## src/rtl/regfile_wb_writer.sv

```systemverilog
// Register-file write-back driver: MEM/WB has priority, multi-cycle results queue in a FIFO.
// Define WB_FWD_EN to add the write-through bypass ports.
module regfile_wb_writer #(
  parameter int DEPTH        = 4,
  parameter int STARVE_LIMIT = 8,
  parameter int DW           = 32
) (
  input  logic          clk,
  input  logic          rst,
  input  logic          pipe_we,
  input  logic [4:0]    pipe_addr,
  input  logic [DW-1:0] pipe_data,
  output logic          pipe_stall,
  input  logic          mc_valid,
  output logic          mc_ready,
  input  logic [4:0]    mc_addr,
  input  logic [DW-1:0] mc_data,
  output logic          wr_en,
  output logic [4:0]    wr_addr,
  output logic [DW-1:0] wr_data,
`ifdef WB_FWD_EN
  input  logic [4:0]    rd_addr1,
  input  logic [4:0]    rd_addr2,
  output logic          fwd_hit1,
  output logic          fwd_hit2,
  output logic [DW-1:0] fwd_data1,
  output logic [DW-1:0] fwd_data2,
`endif
  output logic [31:0]   busy_mask
);

  localparam int PW = (DEPTH > 1) ? $clog2(DEPTH) : 1;
  localparam int CW = PW + 1;
  localparam int SW = $clog2(STARVE_LIMIT + 1);
  localparam logic [CW-1:0] L_DEPTH = CW'(DEPTH);
  localparam logic [SW-1:0] L_LIM   = SW'(STARVE_LIMIT);

  logic [4:0]    r_addr [DEPTH];
  logic [DW-1:0] r_data [DEPTH];
  logic [PW-1:0] r_wp;
  logic [PW-1:0] r_rp;
  logic [CW-1:0] r_cnt;
  logic [SW-1:0] r_starve;

  logic w_ne;
  logic w_pipe_win;
  logic w_pop;
  logic w_push;

  assign w_ne       = (r_cnt != '0);
  assign mc_ready   = (r_cnt < L_DEPTH);
  assign pipe_stall = (r_starve == L_LIM) && w_ne;
  assign w_pipe_win = !pipe_stall && pipe_we && (pipe_addr != 5'd0);
  assign w_pop      = !w_pipe_win && w_ne;
  // Handshakes to x0 complete but are dropped here.
  assign w_push     = mc_valid && mc_ready && (mc_addr != 5'd0);

  always_ff @(posedge clk) begin
    if (w_push) begin
      r_addr[r_wp] <= mc_addr;
      r_data[r_wp] <= mc_data;
    end
  end

  always_ff @(posedge clk or posedge rst) begin
    if (rst) begin
      r_wp     <= '0;
      r_rp     <= '0;
      r_cnt    <= '0;
      r_starve <= '0;
      wr_en    <= 1'b0;
      wr_addr  <= '0;
      wr_data  <= '0;
    end else begin
      if (w_push) r_wp <= r_wp + 1'b1;
      if (w_pop)  r_rp <= r_rp + 1'b1;
      if (w_push && !w_pop)
        r_cnt <= r_cnt + 1'b1;
      else if (!w_push && w_pop)
        r_cnt <= r_cnt - 1'b1;

      if (w_pop || !w_ne)
        r_starve <= '0;
      else if (w_pipe_win && r_starve != L_LIM)
        r_starve <= r_starve + 1'b1;

      wr_en <= w_pipe_win || w_pop;
      if (w_pipe_win) begin
        wr_addr <= pipe_addr;
        wr_data <= pipe_data;
      end else if (w_pop) begin
        wr_addr <= r_addr[r_rp];
        wr_data <= r_data[r_rp];
      end
    end
  end

  // Slot i is live when its distance from the read pointer is below count.
  always_comb begin
    busy_mask = '0;
    for (int i = 0; i < DEPTH; i++) begin
      if ({1'b0, PW'(PW'(i) - r_rp)} < r_cnt)
        busy_mask[r_addr[i]] = 1'b1;
    end
  end

`ifdef WB_FWD_EN
  assign fwd_hit1  = wr_en && (wr_addr == rd_addr1) && (rd_addr1 != 5'd0);
  assign fwd_hit2  = wr_en && (wr_addr == rd_addr2) && (rd_addr2 != 5'd0);
  assign fwd_data1 = wr_data;
  assign fwd_data2 = wr_data;
`endif

endmodule

```

## config.mk

```make
export PLATFORM = sky130hd
export DESIGN_NAME = regfile_wb_writer
export DESIGN_NICKNAME = d
export VERILOG_FILES = /design/src/rtl/regfile_wb_writer.sv
export SDC_FILE = /design/constraint.sdc
export NUM_CORES = 1
export LEC_CHECK = 0
export BUFFER_PORTS_ARGS = -buffer_cell sky130_fd_sc_hd__buf_2
export CORE_MARGIN = 2
export CORE_UTILIZATION = 51
export CTS_CLUSTER_SIZE = 12
export DETAILED_ROUTE_END_ITERATION = 10
export PLACE_DENSITY = 0.84
export SYNTH_ARGS = -nofsm -noshare
export SYNTH_HDL_FRONTEND = slang
export SYNTH_SLANG_ARGS = --single-unit
export TNS_END_PERCENT = 20
```

## constraint.sdc

```tcl
create_clock -name clk -period 2.4 [get_ports clk]
set_input_delay 0 -clock clk [delete_from_list [all_inputs] [get_ports clk]]
set_output_delay 0 -clock clk [all_outputs]
set_load 0.02 [all_outputs]
```

==> run summary <==
- 37.74% — fraction of final layout cells with drive strength greater than 1
- 24.87% — proportion of register bits with asynchronous set or reset after synthesis
- 5 — 1st-pass router iterations
- 6,464 — via count of the first global-routing pass
- 52.31% — initial standard-cell utilization of the core
- 48 — number of cell rows
- 197 — synthesis-stage register bit count
- 23.14 mm — final wirelength
- 2.463 ns — shortest clock period the worst path allows after layout
- 62.46% — part of the Yosys area used for sequential elements
- 137.4 um — width of the die
- 14.19 mm — HPWL after detailed placement
- 954 — number of instances in the placed design
- 0 ns — flop2flop setup slack
- edfxtp_1 — most common cell after layout, fill and taps aside
- 0.08 ns — clock transition at the registers of the reported paths
- 2.46 ns — critical path data arrival time
- 1 — number of antenna violations at the first check in global routing
- 15.36 sq um — mean cell area of the mapped netlist
- -0.8552 ns — Post-Route Setup TNS
- 197 — TritonCTS Sinks
- 0.9372 — Placer Congestion
- 591 — synthesized instance count
- done — clock tree from TritonCTS
- 2.40 ns — CP Data Required Time
- 0 — number of nets with antenna violations after detailed routing
- edfxtp_1 — Main synth FF type
- 0.44 ns — insertion delay to the later sink of the worst-skew pair
- 1,066 — number of cells in the finished layout apart from fillers
- 26 — Finish-stage setup viols
- flop — critical path startpoint category
- 10,120 sq um — post-placement cell area
- 5.971 — per-cell via count in the routed design
- 0 — synthesis warning total
- edfxtp_1 — cell type with the largest total area after synthesis
- 1,169 — # fillers
- 50 — Netlist cell types
- 18,880 sq um — Die Outline Area
- 6,365 — via total after detailed routing
- 681 — Post-Syn Nets
- 29.05% — Area growth syn-to-layout
- 0.004477 uW — Leakage Power
- edfxtp_1, buf_2, dlygate4sd3_1 — most used cells in the layout excluding fill and tap cells
- 10 — r2r worst-path depth
- edfxtp_1, dfrtp_1, mux4_2, a22oi_2, a221o_1 — Area contributors post-synth
- clkbuf_16 — clock root cell
- r_cnt[2] — reg2reg end
- 516 — number of DRC markers after the initial detailed-route iteration
- 0.6836 ns — Least-Margin Pin Slew
- 17,360 sq um — core area
- output pin — Crit. End Element
- 0 — total overflow reported by the global router
- 9079 sq um — post-synthesis instance area
- 0 — Hold Vio Cnt, Final
- 149 — number of port buffers
- 1082 nW/um^2 — power per standard cell area
- 102.6% — share of the clock period used by the worst path
- 21.71 um — average detailed-routed wire length per instance
- 148 — number of enable flip-flop cells after synthesis
- true — unrepaired setup endpoints after global routing
- 54.42% — max-slew headroom at the worst pin
- 150 — count of boundary I/O pins
- complete, but fails checks — run status
- 4 — CTS H-Tree Depth
- 25.48% — GRT Total Usage
- 4 — largest fanout of any net on the critical path
- 406.1 MHz — highest clock frequency the design can meet
- 137.4 um — die outline height
- 0 — remaining design rule violation count
- 48.95% — share of the synthesized area in the top cell type
- 0 — max-cap violations
- 0 — final number of max-transition violations
- busy_mask[2] — end of the critical path
- 2 — largest buffer count on any clock path
- 917 — number of nets in the layout
- r_rp[1] — Critical path origin
- r_cnt[1] — startpoint of the worst-slack reg-to-reg timing path
- setup timing — violations in the final reports
- 40 — maximum number of pins on one net before global-route repair
- 11,720 sq um — final non-filler cell area
- 0.01253 ns — setup skew after layout
- 35.51 mm — global-route wire length before repair
- 17 — CTS Buf Count
- 932.0 uV — worst vdd ir
- flop to output pin — category of the critical setup timing path
- -0.06269 ns — final worst slack
- primary input to flop — worst hold-check path type
==> repair_timing <==
item	4_1_cts	5_1_grt
pin swaps	5	3
buffers inserted	3	0
hold buffers	76	0
hold endpoints to repair	209	0
setup endpoints to repair	32	35
resized for setup	23	6
==> final cells by class <==
cell class / count / area [sq um] / share of cell area, %
sequential: 197 / 5674 / 48.43
multi-input combinational: 340 / 3316 / 28.30
timing repair buffer: 248 / 1739 / 14.84
clock buffer: 18 / 439.2 / 3.748
tap: 225 / 281.5 / 2.403
clock inverter: 14 / 177.7 / 1.516
inverter: 23 / 86.33 / 0.7369
antenna: 1 / 2.502 / 0.02136
==> state kept, by name, indices dropped and copies added (netlist names) <==
name	flops
r_addr	20
r_cnt	3
r_data	128
r_rp	2
r_starve	4
r_wp	2
wr_addr	5
wr_data	32
wr_en	1
==> synthesized netlist by cell type (4+ instances only) <==
cell type,instances
a221o_1,32
a22oi_2,30
and2_1,6
and3_1,4
buf_2,11
buf_6,4
clkbuf_1,9
dfrtp_1,49
edfxtp_1,148
ha_1,11
inv_1,20
mux4_2,37
nand2_1,41
nand2b_1,14
nand3_1,38
nand3b_1,7
nor2_1,24
nor2b_1,6
nor3_1,6
o2111ai_2,8
o221ai_1,4
o22a_1,4
o22ai_1,28
or3_1,5
xnor2_1,6
==> per-stage QoR <==
step                power [uW]  util, %  worst slack, ns  hold WS [ns]
finish                   12680    67.50         -0.06269       0.07111
global route             13250    67.50          -0.2185       0.07270
CTS                      12650    67.33         -0.04600       0.05446
detailed placement        9266    58.31          0.07771        0.1123
global placement          9105    58.31           0.1770       0.09264
floorplan                 7928        -        -0.008530       0.09887
==> where the power goes <==
| group | internal, uW | switching, uW | leakage (uW) |
|---|---|---|---|
| clock | 1620 | 1350 | 0.000307 |
| sequential | 4390 | 417 | 0.00193 |
| combinational | 2050 | 2850 | 0.00224 |
| total | 8060 | 4610 | 0.00448 |
==> cell families (layout without fill, tap and decap cells) <==
logic type | Yosys count | count (layout) | share of synthesized area, %
AO/OA/AOI/OAI | 121 | 121 | 13.44
XOR/XNOR | 9 | 9 | 0.9510
adder cells (fa/ha/maj) | 12 | 12 | 1.736
buffers and inverters | 54 | 303 | 3.156
flip-flops | 197 | 197 | 62.46
multiplexers | 38 | 38 | 9.303
other | 0 | 1 | 0
AND/OR/NAND/NOR | 160 | 160 | 8.958
==> routing by layer <==
metal | part of all wire, % | routed length (um) | global-route usage [%] | vias to the layer above
li1 | - | - | - | 2855
met1 | 40 | 9187 | 31.49 | 3163
met2 | 52 | 12020 | 43.53 | 284
met3 | 4.9 | 1133 | 5.040 | 63
met4 | 3.5 | 799 | 11.51 | 0
met5 | 0 | 0 | 0 | -
==> how the worst min path moves through the flow <==
stage                from           end  slack (ns)  cells past startpoint
3_5_place_dp          rst    wr_data[0]        0.11                      2
4_1_cts           pipe_we    wr_addr[4]        0.05                      3
6_report          pipe_we    wr_addr[4]        0.07                      3
2_1_floorplan  mc_addr[0]  r_addr[0][0]         0.1                      0
5_1_grt           pipe_we    wr_addr[3]        0.07                      3
3_3_place_gp          rst   wr_data[15]        0.09                      2
==> worst max-delay path, stage by stage (launching register included) <==
cell,delay (ns)
dfrtp_2,0.45
xnor2_2,0.15
ha_1,0.27
nand2b_1,0.07
o211ai_1,0.36
nor2_1,0.19
a221o_1,0.38
buf_2,0.17
(Power assumes the default switching activity.)
